### src/rtl/rv_decode_stage_if.sv
// Fetch/decode/EX handshake and ID/EX control word of the RV32 decode stage.
// The master drives the instruction and EX resolution, the slave is the decode stage.
interface rv_decode_stage_if #(
    parameter int unsigned NUM_GPIO = 4
);
    logic                instr_valid;
    logic [31:0]         instr;
    logic                ex_resolve;
    logic                ctl_valid;
    logic                alusrc;
    logic                regwrite;
    logic [1:0]          regsel;
    logic [3:0]          op;
    logic [2:0]          branch;
    logic                x_ex;
    logic [1:0]          pcsrc;
    logic [NUM_GPIO-1:0] gpio_we;
    logic                illegal;
    logic                stall_fetch;

    modport master (
        output instr_valid, instr, ex_resolve,
        input  ctl_valid, alusrc, regwrite, regsel, op, branch, x_ex, pcsrc,
               gpio_we, illegal, stall_fetch
    );

    modport slave (
        input  instr_valid, instr, ex_resolve,
        output ctl_valid, alusrc, regwrite, regsel, op, branch, x_ex, pcsrc,
               gpio_we, illegal, stall_fetch
    );
endinterface

### src/rtl/rv_decode_stage.sv
// Registered RV32 decode stage: combinational decoder, ID/EX control register,
// control-hazard / multiply-stall FSM and GPIO write-enable decode for csrrw.
module rv_decode_stage #(
    parameter int unsigned NUM_GPIO  = 4,
    parameter logic [11:0] GPIO_BASE = 12'h002,
    parameter int unsigned MUL_LAT   = 3
) (
    input logic              clk,
    input logic              rst_n,
    rv_decode_stage_if.slave bus
);
    localparam int unsigned          CNT_W      = $clog2(MUL_LAT) + 1;
    localparam logic [CNT_W-1:0]     CNT_LOAD   = CNT_W'(MUL_LAT - 1);
    localparam logic [CNT_W-1:0]     CNT_ONE    = CNT_W'(1);
    localparam bit                   MUL_STALLS = (MUL_LAT > 1);

    localparam logic [6:0] OPC_OP     = 7'b0110011;
    localparam logic [6:0] OPC_OP_IMM = 7'b0010011;
    localparam logic [6:0] OPC_LUI    = 7'b0110111;
    localparam logic [6:0] OPC_BRANCH = 7'b1100011;
    localparam logic [6:0] OPC_JAL    = 7'b1101111;
    localparam logic [6:0] OPC_JALR   = 7'b1100111;
    localparam logic [6:0] OPC_SYSTEM = 7'b1110011;

    typedef enum logic [3:0] {
        ALU_AND   = 4'b0000, ALU_OR   = 4'b0001, ALU_XOR  = 4'b0010,
        ALU_ADD   = 4'b0011, ALU_SUB  = 4'b0100, ALU_MUL  = 4'b0101,
        ALU_MULH  = 4'b0110, ALU_MULHU = 4'b0111, ALU_SLL = 4'b1000,
        ALU_SRL   = 4'b1001, ALU_SRA  = 4'b1011, ALU_SLT  = 4'b1100,
        ALU_SLTU  = 4'b1101
    } alu_op_t;

    typedef enum logic [1:0] {S_RUN, S_CWAIT, S_MBUSY} state_t;

    typedef struct packed {
        logic       ctl_valid;
        logic       alusrc;
        logic       regwrite;
        logic [1:0] regsel;
        alu_op_t    op;
        logic [2:0] branch;
        logic       x_ex;
        logic [1:0] pcsrc;
        logic       illegal;
    } ctl_t;

    logic [6:0]  opcode;
    logic [2:0]  funct3;
    logic [6:0]  funct7;
    logic [11:0] imm12;
    logic        unused_fields;

    assign opcode        = bus.instr[6:0];
    assign funct3        = bus.instr[14:12];
    assign funct7        = bus.instr[31:25];
    assign imm12         = bus.instr[31:20];
    assign unused_fields = ^{bus.instr[19:15], bus.instr[11:7]};

    ctl_t                dec;
    logic [NUM_GPIO-1:0] dec_gpio;
    logic                dec_ctrl;
    logic                dec_mul;
    logic                legal;

    // NOTE: every variable driven here gets a default first, so no path can infer a latch.
    always_comb begin
        dec      = '0;
        dec_gpio = '0;
        dec_ctrl = 1'b0;
        dec_mul  = 1'b0;
        legal    = 1'b1;
        unique case (opcode)
            OPC_OP: begin
                dec.regwrite = 1'b1;
                dec.regsel   = 2'b10;
                case ({funct7, funct3})
                    10'b0000000_000: dec.op = ALU_ADD;
                    10'b0100000_000: dec.op = ALU_SUB;
                    10'b0000000_111: dec.op = ALU_AND;
                    10'b0000000_110: dec.op = ALU_OR;
                    10'b0000000_100: dec.op = ALU_XOR;
                    10'b0000000_001: dec.op = ALU_SLL;
                    10'b0000000_101: dec.op = ALU_SRL;
                    10'b0100000_101: dec.op = ALU_SRA;
                    10'b0000000_010: dec.op = ALU_SLT;
                    10'b0000000_011: dec.op = ALU_SLTU;
                    10'b0000001_000: begin dec.op = ALU_MUL;   dec_mul = 1'b1; end
                    10'b0000001_001: begin dec.op = ALU_MULH;  dec_mul = 1'b1; end
                    10'b0000001_011: begin dec.op = ALU_MULHU; dec_mul = 1'b1; end
                    default:         legal = 1'b0;
                endcase
            end
            OPC_OP_IMM: begin
                dec.alusrc   = 1'b1;
                dec.regwrite = 1'b1;
                dec.regsel   = 2'b10;
                case (funct3)
                    3'b000: dec.op = ALU_ADD;
                    3'b111: dec.op = ALU_AND;
                    3'b110: dec.op = ALU_OR;
                    3'b100: dec.op = ALU_XOR;
                    3'b001: if (funct7 == 7'b0000000) dec.op = ALU_SLL; else legal = 1'b0;
                    3'b101: begin
                        if (funct7 == 7'b0000000)      dec.op = ALU_SRL;
                        else if (funct7 == 7'b0100000) dec.op = ALU_SRA;
                        else                           legal  = 1'b0;
                    end
                    default: legal = 1'b0;
                endcase
            end
            OPC_LUI: begin
                dec.regwrite = 1'b1;
                dec.regsel   = 2'b01;
            end
            OPC_BRANCH: begin
                // x_ex = 1: taken on a zero ALU result (equal, or "not less than").
                dec.pcsrc = 2'b01;
                dec_ctrl  = 1'b1;
                case (funct3)
                    3'b000:  begin dec.op = ALU_SUB;  dec.branch = 3'b000; dec.x_ex = 1'b1; end
                    3'b101:  begin dec.op = ALU_SLT;  dec.branch = 3'b001; dec.x_ex = 1'b1; end
                    3'b111:  begin dec.op = ALU_SLTU; dec.branch = 3'b010; dec.x_ex = 1'b1; end
                    3'b100:  begin dec.op = ALU_SLT;  dec.branch = 3'b011; end
                    3'b110:  begin dec.op = ALU_SLTU; dec.branch = 3'b100; end
                    default: legal = 1'b0;
                endcase
            end
            OPC_JAL: begin
                dec.op       = ALU_ADD;
                dec.pcsrc    = 2'b10;
                dec.regsel   = 2'b11;
                dec.regwrite = 1'b1;
                dec_ctrl     = 1'b1;
            end
            OPC_JALR: begin
                dec.op       = ALU_ADD;
                dec.alusrc   = 1'b1;
                dec.pcsrc    = 2'b11;
                dec.regsel   = 2'b11;
                dec.regwrite = 1'b1;
                dec_ctrl     = 1'b1;
                if (funct3 != 3'b000) legal = 1'b0;
            end
            OPC_SYSTEM: begin
                if (funct3 != 3'b001) begin
                    legal = 1'b0;
                end else if (imm12 == 12'h000) begin
                    dec.regwrite = 1'b1;
                    dec.regsel   = 2'b00;
                end else begin
                    for (int i = 0; i < int'(NUM_GPIO); i++) begin
                        if (imm12 == GPIO_BASE + 12'(i)) dec_gpio[i] = 1'b1;
                    end
                    if (dec_gpio == '0) legal = 1'b0;
                end
            end
            default: legal = 1'b0;
        endcase

        // An undecodable word collapses to a bubble flagged illegal, with no side effects.
        if (!legal) begin
            dec         = '0;
            dec.illegal = 1'b1;
            dec_gpio    = '0;
            dec_ctrl    = 1'b0;
            dec_mul     = 1'b0;
        end else begin
            dec.ctl_valid = 1'b1;
        end
    end

    state_t           state, state_n;
    logic [CNT_W-1:0] busy_cnt, busy_cnt_n;
    logic             accept;
    logic             stall;

    always_comb begin
        state_n    = state;
        busy_cnt_n = busy_cnt;
        accept     = 1'b0;
        stall      = 1'b0;
        unique case (state)
            S_RUN: begin
                accept = bus.instr_valid;
                if (bus.instr_valid && dec_ctrl) begin
                    stall   = 1'b1;
                    state_n = S_CWAIT;
                end else if (bus.instr_valid && dec_mul && MUL_STALLS) begin
                    stall      = 1'b1;
                    state_n    = S_MBUSY;
                    busy_cnt_n = CNT_LOAD;
                end
            end
            S_CWAIT: begin
                stall = 1'b1;
                if (bus.ex_resolve) state_n = S_RUN;
            end
            S_MBUSY: begin
                stall      = 1'b1;
                busy_cnt_n = busy_cnt - CNT_ONE;
                if (busy_cnt <= CNT_ONE) state_n = S_RUN;
            end
            default: state_n = S_RUN;
        endcase
    end

    // NOTE: sequential state uses non-blocking assignments so every flop samples pre-edge values.
    always_ff @(posedge clk or negedge rst_n) begin
        if (!rst_n) begin
            state    <= S_RUN;
            busy_cnt <= '0;
        end else begin
            state    <= state_n;
            busy_cnt <= busy_cnt_n;
        end
    end

    ctl_t                ctl_q;
    logic [NUM_GPIO-1:0] gpio_q;

    always_ff @(posedge clk or negedge rst_n) begin
        if (!rst_n) begin
            ctl_q  <= '0;
            gpio_q <= '0;
        end else if (accept) begin
            ctl_q  <= dec;
            gpio_q <= dec_gpio;
        end else begin
            ctl_q  <= '0;
            gpio_q <= '0;
        end
    end

    assign bus.ctl_valid   = ctl_q.ctl_valid;
    assign bus.alusrc      = ctl_q.alusrc;
    assign bus.regwrite    = ctl_q.regwrite;
    assign bus.regsel      = ctl_q.regsel;
    assign bus.op          = ctl_q.op;
    assign bus.branch      = ctl_q.branch;
    assign bus.x_ex        = ctl_q.x_ex;
    assign bus.pcsrc       = ctl_q.pcsrc;
    assign bus.gpio_we     = gpio_q;
    assign bus.illegal     = ctl_q.illegal;
    assign bus.stall_fetch = stall;
endmodule

### src/flat_wrapper.sv
// flat-port wrapper written by rule: the top's interface ports become plain ports
module rv_decode_stage_flat 
#(
    parameter int unsigned NUM_GPIO  = 4,
    parameter logic [11:0] GPIO_BASE = 12'h002,
    parameter int unsigned MUL_LAT   = 3
)
  (clk, rst_n, bus_instr_valid, bus_instr, bus_ex_resolve, bus_ctl_valid, bus_alusrc, bus_regwrite, bus_regsel, bus_op, bus_branch, bus_x_ex, bus_pcsrc, bus_gpio_we, bus_illegal, bus_stall_fetch);
  rv_decode_stage_if #(.NUM_GPIO(NUM_GPIO)) bus_i ();
  input logic clk;
  input logic rst_n;
  input wire logic [$bits(bus_i.instr_valid)-1:0] bus_instr_valid;
  input wire logic [$bits(bus_i.instr)-1:0] bus_instr;
  input wire logic [$bits(bus_i.ex_resolve)-1:0] bus_ex_resolve;
  output wire logic [$bits(bus_i.ctl_valid)-1:0] bus_ctl_valid;
  output wire logic [$bits(bus_i.alusrc)-1:0] bus_alusrc;
  output wire logic [$bits(bus_i.regwrite)-1:0] bus_regwrite;
  output wire logic [$bits(bus_i.regsel)-1:0] bus_regsel;
  output wire logic [$bits(bus_i.op)-1:0] bus_op;
  output wire logic [$bits(bus_i.branch)-1:0] bus_branch;
  output wire logic [$bits(bus_i.x_ex)-1:0] bus_x_ex;
  output wire logic [$bits(bus_i.pcsrc)-1:0] bus_pcsrc;
  output wire logic [$bits(bus_i.gpio_we)-1:0] bus_gpio_we;
  output wire logic [$bits(bus_i.illegal)-1:0] bus_illegal;
  output wire logic [$bits(bus_i.stall_fetch)-1:0] bus_stall_fetch;
  assign bus_i.instr_valid = bus_instr_valid;
  assign bus_i.instr = bus_instr;
  assign bus_i.ex_resolve = bus_ex_resolve;
  assign bus_ctl_valid = bus_i.ctl_valid;
  assign bus_alusrc = bus_i.alusrc;
  assign bus_regwrite = bus_i.regwrite;
  assign bus_regsel = bus_i.regsel;
  assign bus_op = bus_i.op;
  assign bus_branch = bus_i.branch;
  assign bus_x_ex = bus_i.x_ex;
  assign bus_pcsrc = bus_i.pcsrc;
  assign bus_gpio_we = bus_i.gpio_we;
  assign bus_illegal = bus_i.illegal;
  assign bus_stall_fetch = bus_i.stall_fetch;
  rv_decode_stage #(.NUM_GPIO(NUM_GPIO), .GPIO_BASE(GPIO_BASE), .MUL_LAT(MUL_LAT)) u_core (.clk(clk), .rst_n(rst_n), .bus(bus_i));
endmodule
### config.mk
export PLATFORM = sky130hd
export DESIGN_NAME = rv_decode_stage_flat
export DESIGN_NICKNAME = d
export VERILOG_FILES = /design/src/rtl/rv_decode_stage_if.sv /design/src/rtl/rv_decode_stage.sv /design/src/flat_wrapper.sv
export SDC_FILE = /design/constraint.sdc
export NUM_CORES = 1
export LEC_CHECK = 0
export ABC_AREA = 1
export CAP_MARGIN = 25
export CORE_MARGIN = 1.5
export CORE_UTILIZATION = 49
export CTS_BUF_LIST = sky130_fd_sc_hd__clkbuf_8
export DETAILED_ROUTE_END_ITERATION = 6
export GPL_TIMING_DRIVEN = 1
export PLACE_DENSITY = 0.91
export SYNTH_ARGS = -nofsm -noshare
export SYNTH_HDL_FRONTEND = slang
export SYNTH_SLANG_ARGS = --single-unit
### constraint.sdc
create_clock -name clk -period 2.2 [get_ports clk]
set_input_delay 0.22 -clock clk [delete_from_list [all_inputs] [get_ports clk]]
set_output_delay 0.22 -clock clk [all_outputs]
set_load 0.02 [all_outputs]
[Yosys cells after proc, flatten, opt, wreduce, memory -nomap -nowiden]
Index checks and enable logic that the tools add are counted.
Storage, ports and cells
  register bits: 25
  input bits: 36
  output and inout bits: 21
  logic and storage cells: 140
Operators by class
  add/sub/neg operators: 1
  $lt $le $gt $ge: 1
  equal/unequal tests: 37
  muxes and demuxes: 66
  reductions and logical operators: 23
Operators by type and width (count)
  $pmux W4 S12: 1
  $eq A10 B3 Y1 const B: 4
  $mux W1: 36
  $mux W4: 9
  $pmux W7 S5: 1
  $eq A10 B4 Y1 const B: 3
  $eq A7 B7 Y1 const B: 4
  $eq A12 B2 Y1 const B: 2
  $eq A12 B3 Y1 const B: 2
  $eq A7 B6 Y1 const B: 3
  $eq A10 B2 Y1 const B: 2
  $eq A10 B9 Y1 const B: 2
  $pmux W4 S5: 1
  $mux W16: 1
  $pmux W4 S4: 1
  $mux W15: 1
  $reduce_or A13 Y1: 1
  $eq A3 B3 Y1 const B: 4
  $logic_not A12 Y1: 1
  $mux W3: 4
  $pmux W2 S3: 2
  $pmux W3 S4: 1
  $eq A10 B1 Y1 const B: 1
  $logic_not A10 Y1: 1
  other kinds (26): 40

[Logic depth before layout (Yosys ltp)]
Gate-level depths: netlist of run 1.
  depth after elaboration: 15
  mapped depth: 15
  depth with buffers taken out: 15

[Least setup slack after synthesis of run 1]
Ideal clock, no wire load.
  path type: in2out
  start: input port bus_instr[14]
  end: output port bus_stall_fetch
  arrival: 1514 ps
  slack: 466 ps
  cell stages on the path: 12
  path buffers: 1
  path through: buf_6 -> nor2_2 -> nand2_1 -> nor2_2 -> nand2_1 -> nand2_1 -> nor2_1 -> nand3_2 -> nand2_2 -> nand3_4 -> nand3_1 -> a31oi_1
On the way
  longest elaborated chain between the ends: 9
  elaborated cells on any way between the ends: 40
  those cells by class: eq/ne: 18; mux: 13; reduce/logical: 9
RTL lines
  start: declaration: RTL line flat_wrapper.sv:13  | input wire logic [$bits(bus_i.instr)-1:0] bus_instr;
  $eq A10 B3 Y1, or another cell as far along: RTL line rv_decode_stage.sv:76  | case ({funct7, funct3})
  $reduce_or A13 Y1 (no source line), or another cell as far along
  $mux W1, or another cell as far along: RTL line rv_decode_stage.sv:76
  $pmux W1 S6 / $mux W1 (equally long branches): RTL line rv_decode_stage.sv:72  | unique case (opcode)
  $mux W1: RTL line rv_decode_stage.sv:161  | if (!legal) begin
  $logic_and A1 B1 Y1: RTL line rv_decode_stage.sv:188  | end else if (bus.instr_valid && dec_mul && MUL_STALLS) begin
  $mux W1: RTL line rv_decode_stage.sv:188
  $mux W1 (*): RTL line rv_decode_stage.sv:185  | if (bus.instr_valid && dec_ctrl) begin
  $pmux W1 S2 (*): RTL line rv_decode_stage.sv:182  | unique case (state)
  end: declaration: RTL line flat_wrapper.sv:25  | output wire logic [$bits(bus_i.stall_fetch)-1:0] bus_stall_fetch;
Every way passes the cells marked *; elsewhere a longest branch is shown, timed or not.

[Worst setup path in the final report of run 1]
  start: input port bus_instr[30]
  end: output port bus_stall_fetch
On the way
  longest elaborated chain between the ends: 15
  elaborated cells on any way between the ends: 57
  those cells by class: eq/ne: 17; mux: 32; reduce/logical: 8
RTL lines
  $eq A12 B2 Y1 / $eq A12 B3 Y1 (equally long branches): RTL line rv_decode_stage.sv:152  | if (imm12 == GPIO_BASE + 12'(i)) dec_gpio[i] = 1'b1;
  $mux W1: RTL line rv_decode_stage.sv:152
  $mux W1: RTL line rv_decode_stage.sv:147  | end else if (imm12 == 12'h000) begin
  $mux W1: RTL line rv_decode_stage.sv:145  | if (funct3 != 3'b001) begin
  $mux W1: RTL line rv_decode_stage.sv:72
  $logic_not A4 Y1: RTL line rv_decode_stage.sv:154  | if (dec_gpio == '0) legal = 1'b0;
  $mux W1: RTL line rv_decode_stage.sv:154
  $mux W1: RTL line rv_decode_stage.sv:147
  $mux W1: RTL line rv_decode_stage.sv:145
  $pmux W1 S6: RTL line rv_decode_stage.sv:72
  $mux W1: RTL line rv_decode_stage.sv:161
  $logic_and A1 B1 Y1: RTL line rv_decode_stage.sv:188
  $mux W1: RTL line rv_decode_stage.sv:188
  $mux W1 (*): RTL line rv_decode_stage.sv:185
  $pmux W1 S2 (*): RTL line rv_decode_stage.sv:182
Every way passes the cells marked *; elsewhere a longest branch is shown, timed or not. The select of a mux whose other input is x is not followed.

==> key figures, run 1 <==
Yosys
  – Register area share after synthesis: 34.7%
  – Syn_nets: 295
  – Syn. warnings: 0
  – Area contributors post-synth: dfrtp_1 35%, nand2_1 11%, nor2_1 8.1%
  – Top cell type by total area after synthesis: dfrtp_1
  – Top-area cell type share of the netlist area: a little over a third
  – Avg Inst Size Synth: 7.12 sq um
  – Post-synthesis register bit count: 25
  – Post-Syn Instances: 253
  – Cell Area, Synth: 1800 sq um
  – Yosys cell types: 32

CTS
  – Clk root buf: clkbuf_8
  – CTS tree: done
  – Skew-Pair Late Insertion Delay: 270 ps
  – # H-tree levels: 1
  – CTS sink cnt: 25
  – CTS Buf Count: 3
  – Longest Clk Path Bufs: 2
  – Clock transition at path regs: 90 ps
  – Hold_buf cts: 0

Drt
  – WL/cell: roughly 18 microns
  – Final ANT Viol Nets: 0
  – # DRC: 0
  – Drt total wl: 7410 microns
  – Vias/cell: 6.04
  – Vias: about 2,500
  – Drt first pass iters: 6
  – First DRT Iteration DRCs: 282

Run
  – Max-cap violations: 0

Worst setup path
  – CP Data Arrival Time: 2090 ps
  – FF-to-FF path depth: 8
  – Crit path from: bus_instr[30]
  – Critical setup path kind: in2out
  – Critical path fanouts, max: 4
  – Critical Path End Type: output pin
  – Internal reg-to-reg setup slack: 550 ps
  – WP data required: 1980 ps
  – FF-to-FF End: u_core.bus.gpio_we[0]$_DFF_PN0_
  – CP endpoint: bus_stall_fetch
  – Reg-to-Reg Start: u_core.state[1]$_DFFE_PN0P_
  – Worst Setup Start Kind: primary input

Floorplanning
  – Core area: roughly 3400 sq um
  – Die Width: 63.6 microns
  – Rows: 21
  – Die Height: 63.6 microns
  – Die Area: around 4100 sq um
  – Initial Util: 52.3%
  – # IOs: 57

Global route
  – Total global-route track usage: 30.5%
  – Grt ovf: 0
  – Initial antenna violation count: 0
  – Number of global-route vias before repair: 2,159
  – Pin count of the biggest net entering global routing: 26
  – First-pass GRT wire length: 9760 microns

Place
  – Half-perimeter wire length after placement: 4130 microns
  – IO buf count: 46
  – Placer congestion estimate: approximately 0.93
  – Post-Place Cells: about 400

Cells and area
  – Share of cells above drive strength 1: 36.9%
  – Area grow syn2layout: 66.3%
  – Commonest non-fill, non-tap cell in the layout: buf_4
  – Final #Nets: around 410
  – Final std cells w/o fill: slightly above 400
  – Diode count: 0
  – FILL cells: approximately 160
  – Most frequent cells in the layout: 65 x buf_4, 47 x nand2_1, 30 x nor2_1

Status
  – Outcome: complete, but fails checks
  – Violated checks: setup timing

Timing
  – Clk_skew: 7.19 ps
  – Max Slew Vio Count: 0
  – Final setup vio count: 1
  – Slew headroom: 73.1%
  – Hold Fails Final Rpt: 0
  – Worst hold slack: 303 ps
  – Setup ws final: -110 ps
  – Fmax: 433 MHz
  – Setup TNS: -110 ps
  – Post-route minimum period: 2310 ps
  – Period utilisation layout: 105%
  – Worst-Margin Slew: 401 ps

Power and ir drop
  – Leakage: 0.00154 uW
  – Final Power: ~960 uW
  – Worst IR Drop VDD: 0.000216 V
  – Pwr Density: 319 nW/um^2

Hold path
  – Worst Hold Class: in2async
==> stage by stage <==
stage / worst slack, ps / instance area [sq um] / util [%]
floorplan: 466 / 1800 / -
global placement: -446 / 2740 / 79.5
detailed placement: -487 / 2740 / 79.5
CTS: 0.0597 / 2820 / 81.8
global route: -135 / 3000 / 87.1
finish: -110 / 3000 / 87.1
==> logic make-up (layout without fill, tap and decap cells) <==
| group | Yosys count | in the layout | share of synthesized area [%] |
|---|---|---|---|
| buffers and inverters | 36 | 151 | 8.33 |
| adder cells (fa/ha/maj) | 6 | 6 | 4.17 |
| AO/OA/AOI/OAI | 31 | 31 | 10.2 |
| AND/OR/NAND/NOR | 155 | 156 | 42.6 |
| flip-flops | 25 | 25 | 34.7 |
==> synth_stat cells <==
library cell	n
o21ai_1	1
nor3_1	4
nand4_1	3
inv_2	5
o21bai_1	1
nand2_4	2
inv_6	1
buf_6	1
nand2_1	52
o21ai_0	6
nand3_4	2
nand2_2	3
a31oi_1	4
nand3_1	24
inv_4	1
nor2_4	1
a211oi_1	1
o2111ai_1	1
nor3_2	1
or2_2	3
a21oi_2	3
and2_1	1
a221oi_1	1
nor2_1	39
nand3_2	4
dfrtp_1	25
clkinv_1	1
nor2_2	13
nand3b_1	3
ha_1	6
inv_1	27
a21oi_1	13
==> state kept, by name, indices dropped and copies added, names as in the netlist <==
name / cells
u_core.bus.gpio_we: 4
u_core.busy_cnt: 3
u_core.bus.illegal: 1
u_core.bus.regsel: 2
u_core.bus.pcsrc: 2
u_core.bus.regwrite: 1
u_core.bus.x_ex: 1
u_core.bus.op: 4
u_core.bus.branch: 3
u_core.bus.ctl_valid: 1
u_core.bus.alusrc: 1
u_core.state: 2
==> power by group <==
part           internal, uW  leakage [uW]  switching [uW]
Combinational          96.2       0.00118             121
Clock                   127     0.0000255             149
Sequential              461      0.000337           0.712
Total                   684       0.00154             271
==> per-layer routing <==
metal  vias to the layer above  GRT usage, %  share of wire (%)
li1                       1057             -                  -
met1                      1094          37.0                 34
met2                       274          54.1                 47
met3                        82          2.50                 11
met4                         0          14.7                7.5
met5                         -             0                  0
==> worst min-delay path by stage <==
stage,to,cells past startpoint,from
2_1_floorplan,u_core.bus.alusrc$_DFF_PN0_,0,rst_n
3_3_place_gp,u_core.state[1]$_DFFE_PN0P_,2,u_core.state[1]$_DFFE_PN0P_
3_5_place_dp,u_core.state[0]$_DFFE_PN0P_,2,u_core.state[0]$_DFFE_PN0P_
4_1_cts,u_core.bus.op[3]$_DFF_PN0_,2,rst_n
5_1_grt,u_core.bus.regwrite$_DFF_PN0_,2,rst_n
6_report,u_core.bus.op[3]$_DFF_PN0_,2,rst_n
==> repair_timing <==
action | CTS | global route
buffers inserted | 2 | 7
resized for setup | 18 | 41
pin swaps | 2 | 19
setup endpoints to repair | 1 | 1
gates cloned | 1 | 0
==> critical path: stages <==
cell and delay (ps):
dlygate4sd2_1 280, nor2_4 140, buf_4 140, nand2_1 60, a21oi_1 320, nand2_1 170
nand3_1 140, a21oi_2 80, nand3_4 80, nand3_2 70, a31oi_1 180, buf_2 190
==> layout make-up <==
type	instances	area (sq um)	share of cell area, %
Timing Repair Buffer	112	978	32.7
Clock buffer	3	41.3	1.38
Multi-Input combinational cell	193	1150	38.3
Sequential cell	25	626	20.9
Inverter	35	141	4.72
Tap cell	46	57.6	1.92
Clock inverter	1	5.00	0.167
Note: power is estimated with default switching activity, not from simulation.
==> run 2, diff against run 1 <==
--- a/config.mk
+++ b/config.mk
@@ -7,12 +7,14 @@
 export LEC_CHECK = 0
 export ABC_AREA = 1
 export CAP_MARGIN = 25
+export CELL_PAD_IN_SITES_DETAIL_PLACEMENT = 2
+export CELL_PAD_IN_SITES_GLOBAL_PLACEMENT = 2
 export CORE_MARGIN = 1.5
-export CORE_UTILIZATION = 49
+export CORE_UTILIZATION = 28
 export CTS_BUF_LIST = sky130_fd_sc_hd__clkbuf_8
 export DETAILED_ROUTE_END_ITERATION = 6
 export GPL_TIMING_DRIVEN = 1
-export PLACE_DENSITY = 0.91
+export PLACE_DENSITY = 0.95
 export SYNTH_ARGS = -nofsm -noshare
 export SYNTH_HDL_FRONTEND = slang
 export SYNTH_SLANG_ARGS = --single-unit
==> key figures, run 2 (synthesized netlist as in run 1, its figures left out) <==
Status
  – Outcome: finished clean (was complete, but fails checks)

Timing
  – Fmax: 469 MHz (was 433 MHz)
  – Worst hold slack: 313 ps (was 303 ps)
  – Hold Fails Final Rpt: 0 (unchanged)
  – Post-route minimum period: 2130 ps (was 2310 ps)
  – Period utilisation layout: 97.0% (was 105%)
  – Max Slew Vio Count: 0 (unchanged)
  – Clk_skew: 3.97 ps (was 7.19 ps)
  – Final setup vio count: 0 (was 1)
  – Slew headroom: 67.7% (was 73.1%)
  – Worst-Margin Slew: 482 ps (was 401 ps)

Floorplanning
  – Rows: 29 (was 21)
  – Die Area: 6920 sq um (was 4050 sq um)
  – # IOs: 57 (unchanged)
  – Core area: 6280 sq um (was 3440 sq um)
  – Die Width: 83.2 microns (was 63.6 microns)
  – Initial Util: 28.7% (was 52.3%)
  – Die Height: 83.2 microns (was 63.6 microns)

Worst setup path
  – Buf+Inv Stages, Crit Path: 3 (unchanged)
  – Worst Setup Start Kind: primary input (unchanged)
  – FF-to-FF path depth: 7 (was 8)
  – Critical setup path kind: in2out (unchanged)
  – Critical Path End Type: output pin (unchanged)
  – Reg-to-Reg Start: u_core.state[0]$_DFFE_PN0P_ (was u_core.state[1]$_DFFE_PN0P_)
  – Crit path from: bus_instr[29] (was bus_instr[30])
  – Slowest cell on the critical path: dlygate4sd2_1 (was a21oi_1)
  – CP most frequent cell: nand3_2 (was nand2_1)
  – CP Data Arrival Time: 1910 ps (was 2090 ps)
  – Worst-path cell chain: dlygate4sd2_1, nor2_4, nand2_4, nor2_2, nand3_2, nand2_1, inv_1, nand3_2, nand2_2, nand3_4, nand3_2, a31oi_2, buf_4 (was dlygate4sd2_1, nor2_4, buf_4, nand2_1, a21oi_1, nand2_1, nand3_1, a21oi_2, nand3_4, nand3_2, a31oi_1, buf_2)
  – Worst path depth: 13 (was 12)
  – Max stage delay on crit path: 260 ps (was 320 ps)
  – Internal reg-to-reg setup slack: 380 ps (was 550 ps)
  – CP endpoint: bus_stall_fetch (unchanged)
  – FF-to-FF End: u_core.bus.x_ex$_DFF_PN0_ (was u_core.bus.gpio_we[0]$_DFF_PN0_)
  – Kind of cell adding the most delay to the critical path: simple AND/OR/NAND/NOR gates (unchanged)
  – Critical path fanouts, max: 5 (was 4)
  – WP data required: 1980 ps (about the same)

Place
  – Half-perimeter wire length after placement: 6910 microns (was 4130 microns)
  – Placed inst area: 2800 sq um (was 2740 sq um)
  – Placer congestion estimate: 0.895 (was 0.930)
  – IO buf count: 46 (unchanged)

CTS
  – Clk root buf: clkbuf_8 (unchanged)
  – # H-tree levels: 1 (unchanged)
  – CTS tree: done (unchanged)
  – Skew-Pair Late Insertion Delay: 290 ps (was 270 ps)
  – CTS Buf Count: 3 (unchanged)
  – Clock transition at path regs: 100 ps (was 90 ps)
  – CTS sink cnt: 25 (unchanged)
  – Longest Clk Path Bufs: 2 (unchanged)
  – Hold_buf cts: 0 (unchanged)

Hold path
  – Worst Hold Class: in2async (unchanged)

Drt
  – # DRC: 0 (unchanged)
  – Drt total wl: 9440 microns (was 7410 microns)
  – Met2 WL: 5210 microns (was 3470 microns)
  – Top layer reached by signal wires: met4 (unchanged)
  – Final ANT Viol Nets: 0 (unchanged)
  – Met3 WL: 251 microns (was 844 microns)
  – Metal-1 WL: 3560 microns (was 2540 microns)
  – First DRT Iteration DRCs: 63 (was 282)
  – Drt first pass iters: 4 (was 6)
  – Vias/cell: 5.08 (was 6.04)
  – WL/cell: 21.0 microns (was 17.9 microns)
  – Vias: 2,282 (was 2,507)

Power and ir drop
  – Worst IR Drop VDD: 0.000489 V (was 0.000216 V)
  – Comb pwr share: 23.0% (was 22.8%)
  – Seq pwr share: 46.7% (was 48.3%)
  – P_int: 686 uW (was 684 uW)
  – Switching Share: 30.6% (was 28.4%)
  – NetSw: 303 uW (was 271 uW)
  – Pwr Density: 321 nW/um^2 (was 319 nW/um^2)
  – Leakage: 0.00148 uW (was 0.00154 uW)
  – Power share of the clock group: 30.3% (was 28.9%)

Global route
  – First-pass GRT wire length: 15,000 microns (was 9760 microns)
  – Initial antenna violation count: 0 (unchanged)
  – Number of global-route vias before repair: 2,685 (was 2,159)
  – Grt ovf: 0 (unchanged)
  – Total global-route track usage: 28.2% (was 30.5%)
  – Pin count of the biggest net entering global routing: 26 (unchanged)

Cells and area
  – Share of cells above drive strength 1: 41.9% (was 36.9%)
  – Most frequent cells in the layout: 69 x buf_4, 40 x nand2_1, 28 x clkdlybuf4s50_1 (was 65 x buf_4, 47 x nand2_1, 30 x nor2_1)
  – Area grow syn2layout: 71.0% (was 66.3%)
  – Commonest non-fill, non-tap cell in the layout: buf_4 (unchanged)
  – Final Cell Area: 3080 sq um (was 3000 sq um)
  – Final #Nets: 415 (was 412)
  – Diode count: 0 (unchanged)

Run
  – Max-cap violations: 0 (unchanged)
run 2: how the worst min path moves through the flow:
stage | end | slack (ps) | cells past startpoint | start
6_report | u_core.bus.pcsrc[1]$_DFF_PN0_ | 310 | 2 | rst_n
5_1_grt | u_core.bus.pcsrc[1]$_DFF_PN0_ | 320 | 2 | rst_n
4_1_cts | u_core.bus.pcsrc[1]$_DFF_PN0_ | 340 | 2 | rst_n
3_5_place_dp | u_core.state[1]$_DFFE_PN0P_ | 540 | 2 | u_core.state[1]$_DFFE_PN0P_
3_3_place_gp | u_core.state[1]$_DFFE_PN0P_ | 520 | 2 | u_core.state[1]$_DFFE_PN0P_
2_1_floorplan | u_core.bus.alusrc$_DFF_PN0_ | -80 | 0 | rst_n
run 2: layout make-up:
type / count / area, sq um
Fill cell: 717 / 3200
Timing Repair Buffer: 115 / 961
Sequential cell: 25 / 626
Clock inverter: 1 / 7.51
Tap cell: 77 / 96.3
Multi-Input combinational cell: 193 / 1210
Inverter: 35 / 141
Clock buffer: 3 / 41.3
run 2: through the flow:
stage,TNS (ps),instances,worst slack (ps),utilization (%),power (uW)
2_1_floorplan,0,253,466,-,534
4_1_cts,0,446,6.86,47.8,964
5_1_grt,-0.335,449,-0.335,49.1,1030
6_report,0,449,66.7,49.1,990
3_5_place_dp,-4320,435,-678,44.6,671
3_3_place_gp,-571,435,-522,44.6,654
run 2: routing by layer:
layer | track usage [%] | vias up
li1 | - | 1054
met1 | 29.0 | 1130
met2 | 55.1 | 64
met3 | 3.48 | 34
met4 | 14.2 | 0
met5 | 0 | -
run 2: power by group through the flow:
stage | clock, uW | combinational, uW | sequential (uW)
CTS | 291 | 211 | 462
floorplan | 0 | 61.1 | 473
finish | 300 | 228 | 462
global route | 321 | 243 | 462
global placement | 0 | 184 | 471
detailed placement | 0 | 200 | 471
run 2: timing repair:
action,4_1_cts,5_1_grt
buffers inserted,6,3
pin swaps,16,9
gates resized for setup,60,24
endpoints found under the setup margin,1,1
hold endpoints to repair,0,0
gates cloned,1,0
